==> src/rtl/pc_seq_pkg.sv <==
// Shared types and constants for the program-counter sequencer.
package pc_seq_pkg;

  // Sequencer phases: one idle cycle after reset, then fetch/execute until halted.
  typedef enum logic [1:0] {
    IDLE  = 2'b00,
    FETCH = 2'b01,
    EXEC  = 2'b10,
    HALT  = 2'b11
  } seqState_e;

  // Reason reported alongside a trap-halt.
  typedef enum logic [1:0] {
    TRAP_NONE     = 2'b00,
    TRAP_FETCH_TO = 2'b01,
    TRAP_MISALIGN = 2'b10
  } trapCause_e;

  // Every instruction is one 32-bit word.
  localparam logic [31:0] INSTR_BYTES = 32'd4;

endpackage

==> src/rtl/pc_sequencer_if.sv <==
// Bundle of the instruction-memory handshake and the datapath control/status
// signals seen by the sequencer. The master side is the sequencer itself; the
// slave side is whatever drives imem and the decode/branch datapath.
interface pc_sequencer_if;

  // Instruction memory fetch handshake
  logic        imem_req;
  logic [31:0] imem_addr;
  logic        imem_ack;
  logic [31:0] imem_rdata;

  // Instruction handed to decode
  logic [31:0] instr;
  logic        instr_valid;
  logic [31:0] pc;
  logic [31:0] link_addr;

  // Retire information from the datapath
  logic        ex_retire;
  logic        is_branch;
  logic        br_taken;
  logic        is_jal;
  logic        is_jalr;
  logic [31:0] imm;
  logic [31:0] jalr_base;
  logic        halt_req;

  // Status
  logic        halted;
  logic        trap;
  logic [1:0]  trap_cause;
  logic [31:0] retired_count;

  modport master (
    output imem_req, imem_addr, instr, instr_valid, pc, link_addr,
           halted, trap, trap_cause, retired_count,
    input  imem_ack, imem_rdata, ex_retire, is_branch, br_taken,
           is_jal, is_jalr, imm, jalr_base, halt_req
  );

  modport slave (
    input  imem_req, imem_addr, instr, instr_valid, pc, link_addr,
           halted, trap, trap_cause, retired_count,
    output imem_ack, imem_rdata, ex_retire, is_branch, br_taken,
           is_jal, is_jalr, imm, jalr_base, halt_req
  );

endinterface

==> src/rtl/pc_next_calc.sv <==
// Next-PC selection for a retiring instruction. JALR beats JAL beats a taken
// conditional branch; everything else falls through to the next word. The
// alignment flag lets the sequencer trap instead of jumping into the middle
// of a word.
module pc_next_calc
  import pc_seq_pkg::*;
(
  input  logic [31:0] pc_i,
  input  logic [31:0] imm_i,
  input  logic [31:0] jalrBase_i,
  input  logic        isBranch_i,
  input  logic        brTaken_i,
  input  logic        isJal_i,
  input  logic        isJalr_i,
  output logic [31:0] target_o,
  output logic        misaligned_o
);

  // Priority select of the jump/branch target; JALR clears bit 0 of its sum.
  always_comb begin
    target_o = pc_i + INSTR_BYTES;
    if (isJalr_i) begin
      target_o = (jalrBase_i + imm_i) & ~32'd1;
    end else if (isJal_i) begin
      target_o = pc_i + imm_i;
    end else if (isBranch_i && brTaken_i) begin
      target_o = pc_i + imm_i;
    end
  end

  assign misaligned_o = |target_o[1:0];

endmodule

==> src/rtl/pc_sequencer.sv <==
// Program counter owner: runs the imem fetch handshake, holds the fetched
// instruction for the datapath while it executes, and on retire moves the PC
// to the selected target. Fetch timeouts and misaligned targets halt with a
// trap; a halt request halts cleanly. Only reset leaves HALT.
module pc_sequencer
  import pc_seq_pkg::*;
#(
  parameter logic [31:0] RESET_PC      = 32'h0000_0000,
  parameter int          FETCH_TIMEOUT = 16
) (
  input  logic           clk,
  input  logic           rst,
  pc_sequencer_if.master bus
);

  localparam int              CNT_W    = $clog2(FETCH_TIMEOUT + 1);
  localparam logic [CNT_W-1:0] CNT_LAST = CNT_W'(FETCH_TIMEOUT - 1);

  seqState_e        state_q;
  logic [31:0]      pc_q;
  logic [31:0]      instr_q;
  logic             imemReq_q;
  logic             instrValid_q;
  logic             halted_q;
  logic             trap_q;
  trapCause_e       trapCause_q;
  logic [31:0]      retiredCount_q;
  logic [CNT_W-1:0] timeoutCnt_q;

  logic [31:0]      pcTarget_d;
  logic             pcMisaligned_d;

  pc_next_calc u_nextCalc (
    .pc_i         (pc_q),
    .imm_i        (bus.imm),
    .jalrBase_i   (bus.jalr_base),
    .isBranch_i   (bus.is_branch),
    .brTaken_i    (bus.br_taken),
    .isJal_i      (bus.is_jal),
    .isJalr_i     (bus.is_jalr),
    .target_o     (pcTarget_d),
    .misaligned_o (pcMisaligned_d)
  );

  // Sequencer FSM with all status outputs registered alongside the state.
  always_ff @(posedge clk) begin
    if (rst) begin
      state_q        <= IDLE;
      pc_q           <= RESET_PC;
      instr_q        <= '0;
      imemReq_q      <= 1'b0;
      instrValid_q   <= 1'b0;
      halted_q       <= 1'b0;
      trap_q         <= 1'b0;
      trapCause_q    <= TRAP_NONE;
      retiredCount_q <= '0;
      timeoutCnt_q   <= '0;
    end else begin
      case (state_q)
        IDLE: begin
          state_q   <= FETCH;
          imemReq_q <= 1'b1;
        end

        FETCH: begin
          if (bus.imem_ack) begin
            instr_q      <= bus.imem_rdata;
            timeoutCnt_q <= '0;
            imemReq_q    <= 1'b0;
            instrValid_q <= 1'b1;
            state_q      <= EXEC;
          end else if (timeoutCnt_q == CNT_LAST) begin
            imemReq_q   <= 1'b0;
            halted_q    <= 1'b1;
            trap_q      <= 1'b1;
            trapCause_q <= TRAP_FETCH_TO;
            state_q     <= HALT;
          end else begin
            timeoutCnt_q <= timeoutCnt_q + 1'b1;
          end
        end

        EXEC: begin
          if (bus.ex_retire) begin
            instrValid_q <= 1'b0;
            if (bus.halt_req) begin
              halted_q       <= 1'b1;
              retiredCount_q <= retiredCount_q + 32'd1;
              state_q        <= HALT;
            end else if (pcMisaligned_d) begin
              halted_q    <= 1'b1;
              trap_q      <= 1'b1;
              trapCause_q <= TRAP_MISALIGN;
              state_q     <= HALT;
            end else begin
              pc_q           <= pcTarget_d;
              retiredCount_q <= retiredCount_q + 32'd1;
              imemReq_q      <= 1'b1;
              state_q        <= FETCH;
            end
          end
        end

        HALT: begin
          state_q <= HALT;
        end

        default: begin
          state_q <= HALT;
        end
      endcase
    end
  end

  assign bus.imem_req      = imemReq_q;
  assign bus.imem_addr     = pc_q;
  assign bus.instr         = instr_q;
  assign bus.instr_valid   = instrValid_q;
  assign bus.pc            = pc_q;
  assign bus.link_addr     = pc_q + INSTR_BYTES;
  assign bus.halted        = halted_q;
  assign bus.trap          = trap_q;
  assign bus.trap_cause    = trapCause_q;
  assign bus.retired_count = retiredCount_q;

endmodule

==> src/flat_wrapper.sv <==
// flat-port wrapper written by rule: the top's interface ports become plain ports
module pc_sequencer_flat import pc_seq_pkg::*;
#(
  parameter logic [31:0] RESET_PC      = 32'h0000_0000,
  parameter int          FETCH_TIMEOUT = 16
)
  (clk, rst, bus_imem_req, bus_imem_addr, bus_instr, bus_instr_valid, bus_pc, bus_link_addr, bus_halted, bus_trap, bus_trap_cause, bus_retired_count, bus_imem_ack, bus_imem_rdata, bus_ex_retire, bus_is_branch, bus_br_taken, bus_is_jal, bus_is_jalr, bus_imm, bus_jalr_base, bus_halt_req);
  pc_sequencer_if bus_i ();
  input  logic clk;
  input  logic rst;
  output wire logic [$bits(bus_i.imem_req)-1:0] bus_imem_req;
  output wire logic [$bits(bus_i.imem_addr)-1:0] bus_imem_addr;
  output wire logic [$bits(bus_i.instr)-1:0] bus_instr;
  output wire logic [$bits(bus_i.instr_valid)-1:0] bus_instr_valid;
  output wire logic [$bits(bus_i.pc)-1:0] bus_pc;
  output wire logic [$bits(bus_i.link_addr)-1:0] bus_link_addr;
  output wire logic [$bits(bus_i.halted)-1:0] bus_halted;
  output wire logic [$bits(bus_i.trap)-1:0] bus_trap;
  output wire logic [$bits(bus_i.trap_cause)-1:0] bus_trap_cause;
  output wire logic [$bits(bus_i.retired_count)-1:0] bus_retired_count;
  input wire logic [$bits(bus_i.imem_ack)-1:0] bus_imem_ack;
  input wire logic [$bits(bus_i.imem_rdata)-1:0] bus_imem_rdata;
  input wire logic [$bits(bus_i.ex_retire)-1:0] bus_ex_retire;
  input wire logic [$bits(bus_i.is_branch)-1:0] bus_is_branch;
  input wire logic [$bits(bus_i.br_taken)-1:0] bus_br_taken;
  input wire logic [$bits(bus_i.is_jal)-1:0] bus_is_jal;
  input wire logic [$bits(bus_i.is_jalr)-1:0] bus_is_jalr;
  input wire logic [$bits(bus_i.imm)-1:0] bus_imm;
  input wire logic [$bits(bus_i.jalr_base)-1:0] bus_jalr_base;
  input wire logic [$bits(bus_i.halt_req)-1:0] bus_halt_req;
  assign bus_imem_req = bus_i.imem_req;
  assign bus_imem_addr = bus_i.imem_addr;
  assign bus_instr = bus_i.instr;
  assign bus_instr_valid = bus_i.instr_valid;
  assign bus_pc = bus_i.pc;
  assign bus_link_addr = bus_i.link_addr;
  assign bus_halted = bus_i.halted;
  assign bus_trap = bus_i.trap;
  assign bus_trap_cause = bus_i.trap_cause;
  assign bus_retired_count = bus_i.retired_count;
  assign bus_i.imem_ack = bus_imem_ack;
  assign bus_i.imem_rdata = bus_imem_rdata;
  assign bus_i.ex_retire = bus_ex_retire;
  assign bus_i.is_branch = bus_is_branch;
  assign bus_i.br_taken = bus_br_taken;
  assign bus_i.is_jal = bus_is_jal;
  assign bus_i.is_jalr = bus_is_jalr;
  assign bus_i.imm = bus_imm;
  assign bus_i.jalr_base = bus_jalr_base;
  assign bus_i.halt_req = bus_halt_req;
  pc_sequencer #(.RESET_PC(RESET_PC), .FETCH_TIMEOUT(FETCH_TIMEOUT)) u_core (.clk(clk), .rst(rst), .bus(bus_i));
endmodule
==> config.mk <==
export PLATFORM = sky130hd
export DESIGN_NAME = pc_sequencer_flat
export DESIGN_NICKNAME = d
export VERILOG_FILES = /design/src/rtl/pc_seq_pkg.sv /design/src/rtl/pc_sequencer_if.sv /design/src/rtl/pc_next_calc.sv /design/src/rtl/pc_sequencer.sv /design/src/flat_wrapper.sv
export SDC_FILE = /design/constraint.sdc
export NUM_CORES = 1
export LEC_CHECK = 0
export BUFFER_PORTS_ARGS = -buffer_cell sky130_fd_sc_hd__buf_2
export CAP_MARGIN = 0
export CORE_MARGIN = 3
export CORE_UTILIZATION = 45
export DETAILED_ROUTE_END_ITERATION = 10
export PLACE_DENSITY = 0.74
export SYNTH_ARGS = -nofsm -noshare
export SYNTH_HDL_FRONTEND = slang
export SYNTH_SLANG_ARGS = --single-unit
==> constraint.sdc <==
create_clock -name clk -period 2.9 [get_ports clk]
set_clock_uncertainty 0.1 [all_clocks]
set_input_delay 0.58 -clock clk [delete_from_list [all_inputs] [get_ports clk]]
set_output_delay 0.58 -clock clk [all_outputs]
set_load 0.03 [all_outputs]
* Yosys cells after proc, flatten, opt, wreduce, memory -nomap -nowiden
Index checks and enable logic that the tools add are counted.
** Cells by class
- Add/subtract/negate cells :: 5
- Equal/unequal tests :: 15
- Muxes and demuxes :: 37
- Bitwise logic cells :: 2
- Reduce and logical (&&, ||, !) cells :: 14
** Operators by type and width (number)
- 32-bit two-way mux :: 5
- 32-bit adder :: 2
- 32-bit by 1-bit adder with 32-bit output, second input constant :: 1
- 32-bit by 3-bit adder with 32-bit output, second input constant :: 1
- 2-bit two-way mux :: 10
- 1-bit two-way mux :: 14
- 2-bit inequality test, second input constant :: 7
- 5-bit two-way mux :: 2
- 5-bit AND reduction :: 2
- 2-bit case mux with 4 select lines :: 1
- 3-bit by 2-bit inequality test with 1-bit output, second input constant :: 2
- 1-bit case mux with 2 select lines :: 3
- 2-bit AND reduction :: 3
- 3-bit AND reduction :: 2
- 6-bit AND reduction :: 1
- 5-bit by 1-bit adder with 5-bit output, second input constant :: 1
- 5-bit by 4-bit equality test with 1-bit output, second input constant :: 1
- 2-bit equality test, second input constant :: 2
- 2-bit by 1-bit inequality test with 1-bit output, second input constant :: 2
- 2-bit case mux with 2 select lines :: 1
- 4-bit AND reduction :: 1
- 1-bit case mux with 3 select lines :: 1
- 3-bit nonzero test :: 1
- 2-bit by 1-bit equality test with 1-bit output, second input constant :: 1
- 5 further kinds :: 6
** Word-level totals
- Flip-flop bits (word level) :: 109
- Input bits :: 105
- Output and inout port bits :: 166
- Logic and storage cells :: 83

* Logic depth before layout (Yosys ltp)
- Depth after elaboration :: 9
- Gate-level depth with buffers :: 12
- Gate-level depth less buffers :: 10

* Modules after synthesis
From an unflattened synthesis, not the netlist that was laid out.
** Second synthesis, totals
- Cell total of the unflattened synthesis :: 1323
- Area, all modules :: 9611.7 um^2
** Modules (own cells, without submodules)
- pc_sequencer :: instances 1, cells an instance 665, area an instance 5195.0 um^2
- pc_next_calc :: instances 1, cells an instance 658, area an instance 4416.7 um^2

* Worst setup path before layout
OpenSTA, ideal clock, no wires.
- Path kind :: reg2reg
- Start :: register u_core.pc_q[22] (netlist: u_core.bus.imem_addr[22])
- End :: register u_core.pc_q[31] (netlist: u_core.bus.imem_addr[31])
- Library setup time :: 140 ps
- Arrival time :: 2637 ps
- Data required time :: 2660 ps
- Path slack :: 22 ps
- Cell stages (with the launch flop) :: 10
- Path through :: dfxtp_1 > ha_1 > a21o_1 > a21o_1 > a2111oi_2 > nor3_1 > a221o_1 > a31o_2 > a311oi_1 > a211oi_1
** Between the ends
- Longest elaborated chain between the ends :: 4
- Elaborated cells between the ends (all ways) :: 5
- Classes of those cells :: add/sub: 2; mux: 3
** Ends and longest elaborated chain
- start, declared :: line pc_sequencer.sv:20 : logic [31:0] pc_q;
- start signal, assigned :: line pc_sequencer.sv:96 : pc_q <= pcTarget_d;
- 32-bit by 3-bit adder with 32-bit output / 32-bit adder (equally long branches) :: line pc_next_calc.sv:21, pc_next_calc.sv:25, pc_next_calc.sv:27
- 32-bit two-way mux :: line pc_next_calc.sv:26 : end else if (isBranch_i && brTaken_i) begin
- 32-bit two-way mux * :: line pc_next_calc.sv:24 : end else if (isJal_i) begin
- 32-bit two-way mux * :: line pc_next_calc.sv:22 : if (isJalr_i) begin
Every way passes the cells marked *; elsewhere a longest branch is shown, timed or not.
A chain may end at the register's enable or synchronous reset.

* Worst setup path after layout
- Start :: register u_core.pc_q[6] (netlist: u_core.bus.imem_addr[6])
- End :: output port bus_link_addr[31]
** Between the ends
- Longest elaborated chain between the ends :: 1
** Ends and longest elaborated chain
- 32-bit by 3-bit adder with 32-bit output :: line pc_sequencer.sv:120 : assign bus.link_addr = pc_q + INSTR_BYTES;
- end, declared :: line flat_wrapper.sv:16 : output wire logic [$bits(bus_i.link_addr)-1:0] bus_link_addr;
Every way passes these cells.

==> results.md <==
- Setup slack after placement: -0.299 ns
- Setup repair after global routing missed its margin: yes
- Fillers: 1,694
- Fraction of the cycle the final worst path needs: 0.988
- Most used DFF post-synth: dfxtp_1
- Core Util, Final: 0.639
- Via count: 10,341
- Area taken by flip-flops and latches: roughly 2200 um2
- Routed WL: about 32,000 um
- Most common cell in the synthesized netlist: nand2_1
- Status: completed
- Die Footprint: roughly 21,000 um2
- Setup TNS: 0 ns
- Post-route insts no fill: 1,839
- 1st-iter DRT viols: around 710
- PD cells: between 300 and 400 nW/um2
- Crit path buffers/inverters: 1
- CP delay by family, top: simple AND/OR/NAND/NOR gates
- Avg Inst Size Synth: 7.57 um2
- Share of layout cells above drive strength 1: 0.343
- Number of CTS-inserted buffers: 9
- Length of routed wiring on met1: 13,500 um
- Number of port buffers: 270
- Clk slew on worst S/H paths: about 0.080 ns
- Reg-to-Reg Start: u_core.bus.imem_addr[24]$_SDFFE_PP0P_
- Net count after synthesis: around 1,300
- Yosys top cell by area: dfxtp_1
- Startpoint types: register
- WP data arrival: 2.18 ns
- Post-CTS Hold Buffers: 0
- Number of global-route vias before repair: 9,691
- Antenna Nets Post-Route: 0
- Critical Path End Type: primary output
- Global-route usage over all layers: 0.282
- Sequential area share after synthesis: 0.248
- Yosys Warn Count: 0
- Worst Path Max Fanout: 7
- Slowest cell on crit path: dfxtp_4
- Final Wtd Congestion: 0.994
- Final hold violations: 0
- Synth-to-Final Area Change: 37.5%
- Hold Crit Start: bus_imem_rdata[2]
- Setup Crit Path Kind: register to primary output
- Post-synth top cells: nand2_1, a21oi_1, dfxtp_1
- Routed wire length on met2: approximately 15,000 um
- Synth unique cells: 76
- Min Hold Slack: approximately 0.35 ns
- Slew @ Worst Pin: 0.725 ns
- DR top layer: met5
- Final min period: 2.86 ns
- Sink Count: 109
- Root buffer cell: clkbuf_16
- Grt ovf: 0
- Met3 wire length: 2320 um
- Critical Path RT: 2.22 ns
- Max cap viols: 0
- Layout Nets: 1,744
- Chip Height: 146 um
- DR pass1 iterations: 7
- Mapped Cells: roughly 1,200
- Largest net degree at the start of global routing: 61
- Max-slew violations: 0
- Seq cells post-synth: 109
- Slew margin rel.: 0.515
- First-pass GRT wire length: 49,600 um
- Tot Pwr: 4.16 mW
- Asr flop ratio synth: 0
- Cell Rows: 50
- Post-Layout Inst Area: 12,100 um2
- Area taken by multi-input logic gates: 6250 um2
- Die width: 146 um
- Worst-skew pair later-pin latency: 0.36 ns
- Synth top area cells: dfxtp_1, ha_1, a21oi_1
- Final worst setup slack: 0.0357 ns
- Crit-path cells: and4_4 > nand4_4 > nor2_4 > nand4_1 > nor2_1 > xor2_1 > buf_4
- Initial antenna violation count: 3
- Post-DP HPWL: between 20,000 and 30,000 um
- Placed Cells incl. Taps: 1,816
- Lkg Pwr: approximately 5.9 nW
- Maximum clock path buffer count: 2
- Post-synth top area share: 0.248
- Area after DPL: 11,600 um2
- Fmax: 349 MHz
- Vias per inst: 5.62
- CTS H-tree depth: 3
- EDFF count, synth: 0
- Peak supply drop: 0.000282 V
- CORE AREA: 19,000 um2
- Starting Density: 0.465
- Endpoints failing setup: 0
- CTS tree: yes
- Crit path from: u_core.bus.imem_addr[6]$_SDFFE_PP0P_
- Worst Hold Class: input pin to register
- Mean routed wirelength per cell: 17.3 um
- Synth Cell Area: 8810 um2
- Io pins: 271
- Crit path largest cell delay: a little under 0.4 ns
- DRC: 0
==> worst reg2reg max path, delay by kind of cell (launching register included) <==
| kind | cells | cell delay [ns] |
|---|---|---|
| DFF | 1 | 0.51 |
| adders and majority gates | 1 | 0.36 |
| buffers and inverters | 1 | 0.21 |
| AOI/OAI and AO/OA | 6 | 1.37 |
| and+or+nand+nor | 2 | 0.11 |
==> layout by cell type, fill, tap and decap left out, types with 5 or more instances in the layout <==
cell         n
a211oi_1    29
nor4_1       6
o21ai_0     49
o211ai_1     6
nand4_1     24
nand3_1     34
and2_1      17
nand3b_1     7
o21a_1      10
buf_2      262
xor2_1      42
o21bai_1     9
buf_4      208
dfxtp_1    103
a211o_1      7
nand2_1    152
a221oi_1     5
nor3_1      28
xnor2_1     47
a31oi_1      9
a221o_1      5
and4_1       5
a21oi_1    122
clkbuf_16    9
dfxtp_2      5
a21o_1      27
o31ai_1      8
ha_1        64
nor2_1      99
inv_1       28
and3_1      19
nand2b_1     6
or3_1       15
==> kinds of logic after synthesis <==
logic type	count (synthesis)	synth area share
simple gates	441	0.240
compound gates	342	0.255
flops	109	0.248
buf+inv	105	0.0595
xor+xnor	95	0.0945
fa+ha+maj	67	0.0969
mux	5	0.00582
==> report_power, final <==
part           internal [mW]  switching (mW)  leakage, nW  total [mW]
Sequential              1.54          0.0349        0.886        1.57
Clock                  0.632           0.650        0.143        1.28
Combinational          0.555           0.750         4.82        1.31
==> path summary, 6_finish.rpt <==
path                                            to  slack (ns)  cells past startpoint
min reg2reg    u_core.bus.instr_valid$_SDFFE_PP0P_        0.35                      2
min               u_core.bus.instr[2]$_SDFFE_PP0P_        0.35                      3
max                              bus_link_addr[31]        0.04                      7
max reg2reg  u_core.bus.imem_addr[30]$_SDFFE_PP0P_        0.14                     10
==> layout make-up <==
| cell class | count | area share |
|---|---|---|
| antenna | 2 | 0.000413 |
| clock buffer | 10 | 0.0197 |
| clock inverter | 6 | 0.00558 |
| inverter | 29 | 0.00899 |
| multi-input combinational | 950 | 0.516 |
| sequential | 109 | 0.181 |
| tap | 260 | 0.0269 |
| timing repair buffer | 473 | 0.241 |
==> routing by layer <==
| metal | up-vias | GRT usage |
|---|---|---|
| li1 | 5036 | - |
| met1 | 4770 | 0.362 |
| met2 | 440 | 0.469 |
| met3 | 93 | 0.0470 |
| met4 | 2 | 0.121 |
| met5 | - | 0 |
==> flip-flops by register name (all words and copies together), names as in the netlist <==
signal and flops:
u_core.bus.imem_req 1, u_core.bus.trap_cause 2, u_core.timeoutCnt_q 5, u_core.bus.trap 1
u_core.bus.instr 32, u_core.bus.retired_count 32, u_core.bus.imem_addr 32, u_core.bus.instr_valid 1
u_core.state_q 2, u_core.bus.halted 1
==> repair_timing <==
| action | 4_1_cts | 5_1_grt |
|---|---|---|
| buffers inserted | 1 | 4 |
| pin swaps | 2 | 7 |
| endpoints found under the setup margin | 17 | 24 |
| resized for setup | 16 | 32 |
Power figures use the tool's default switching activity.
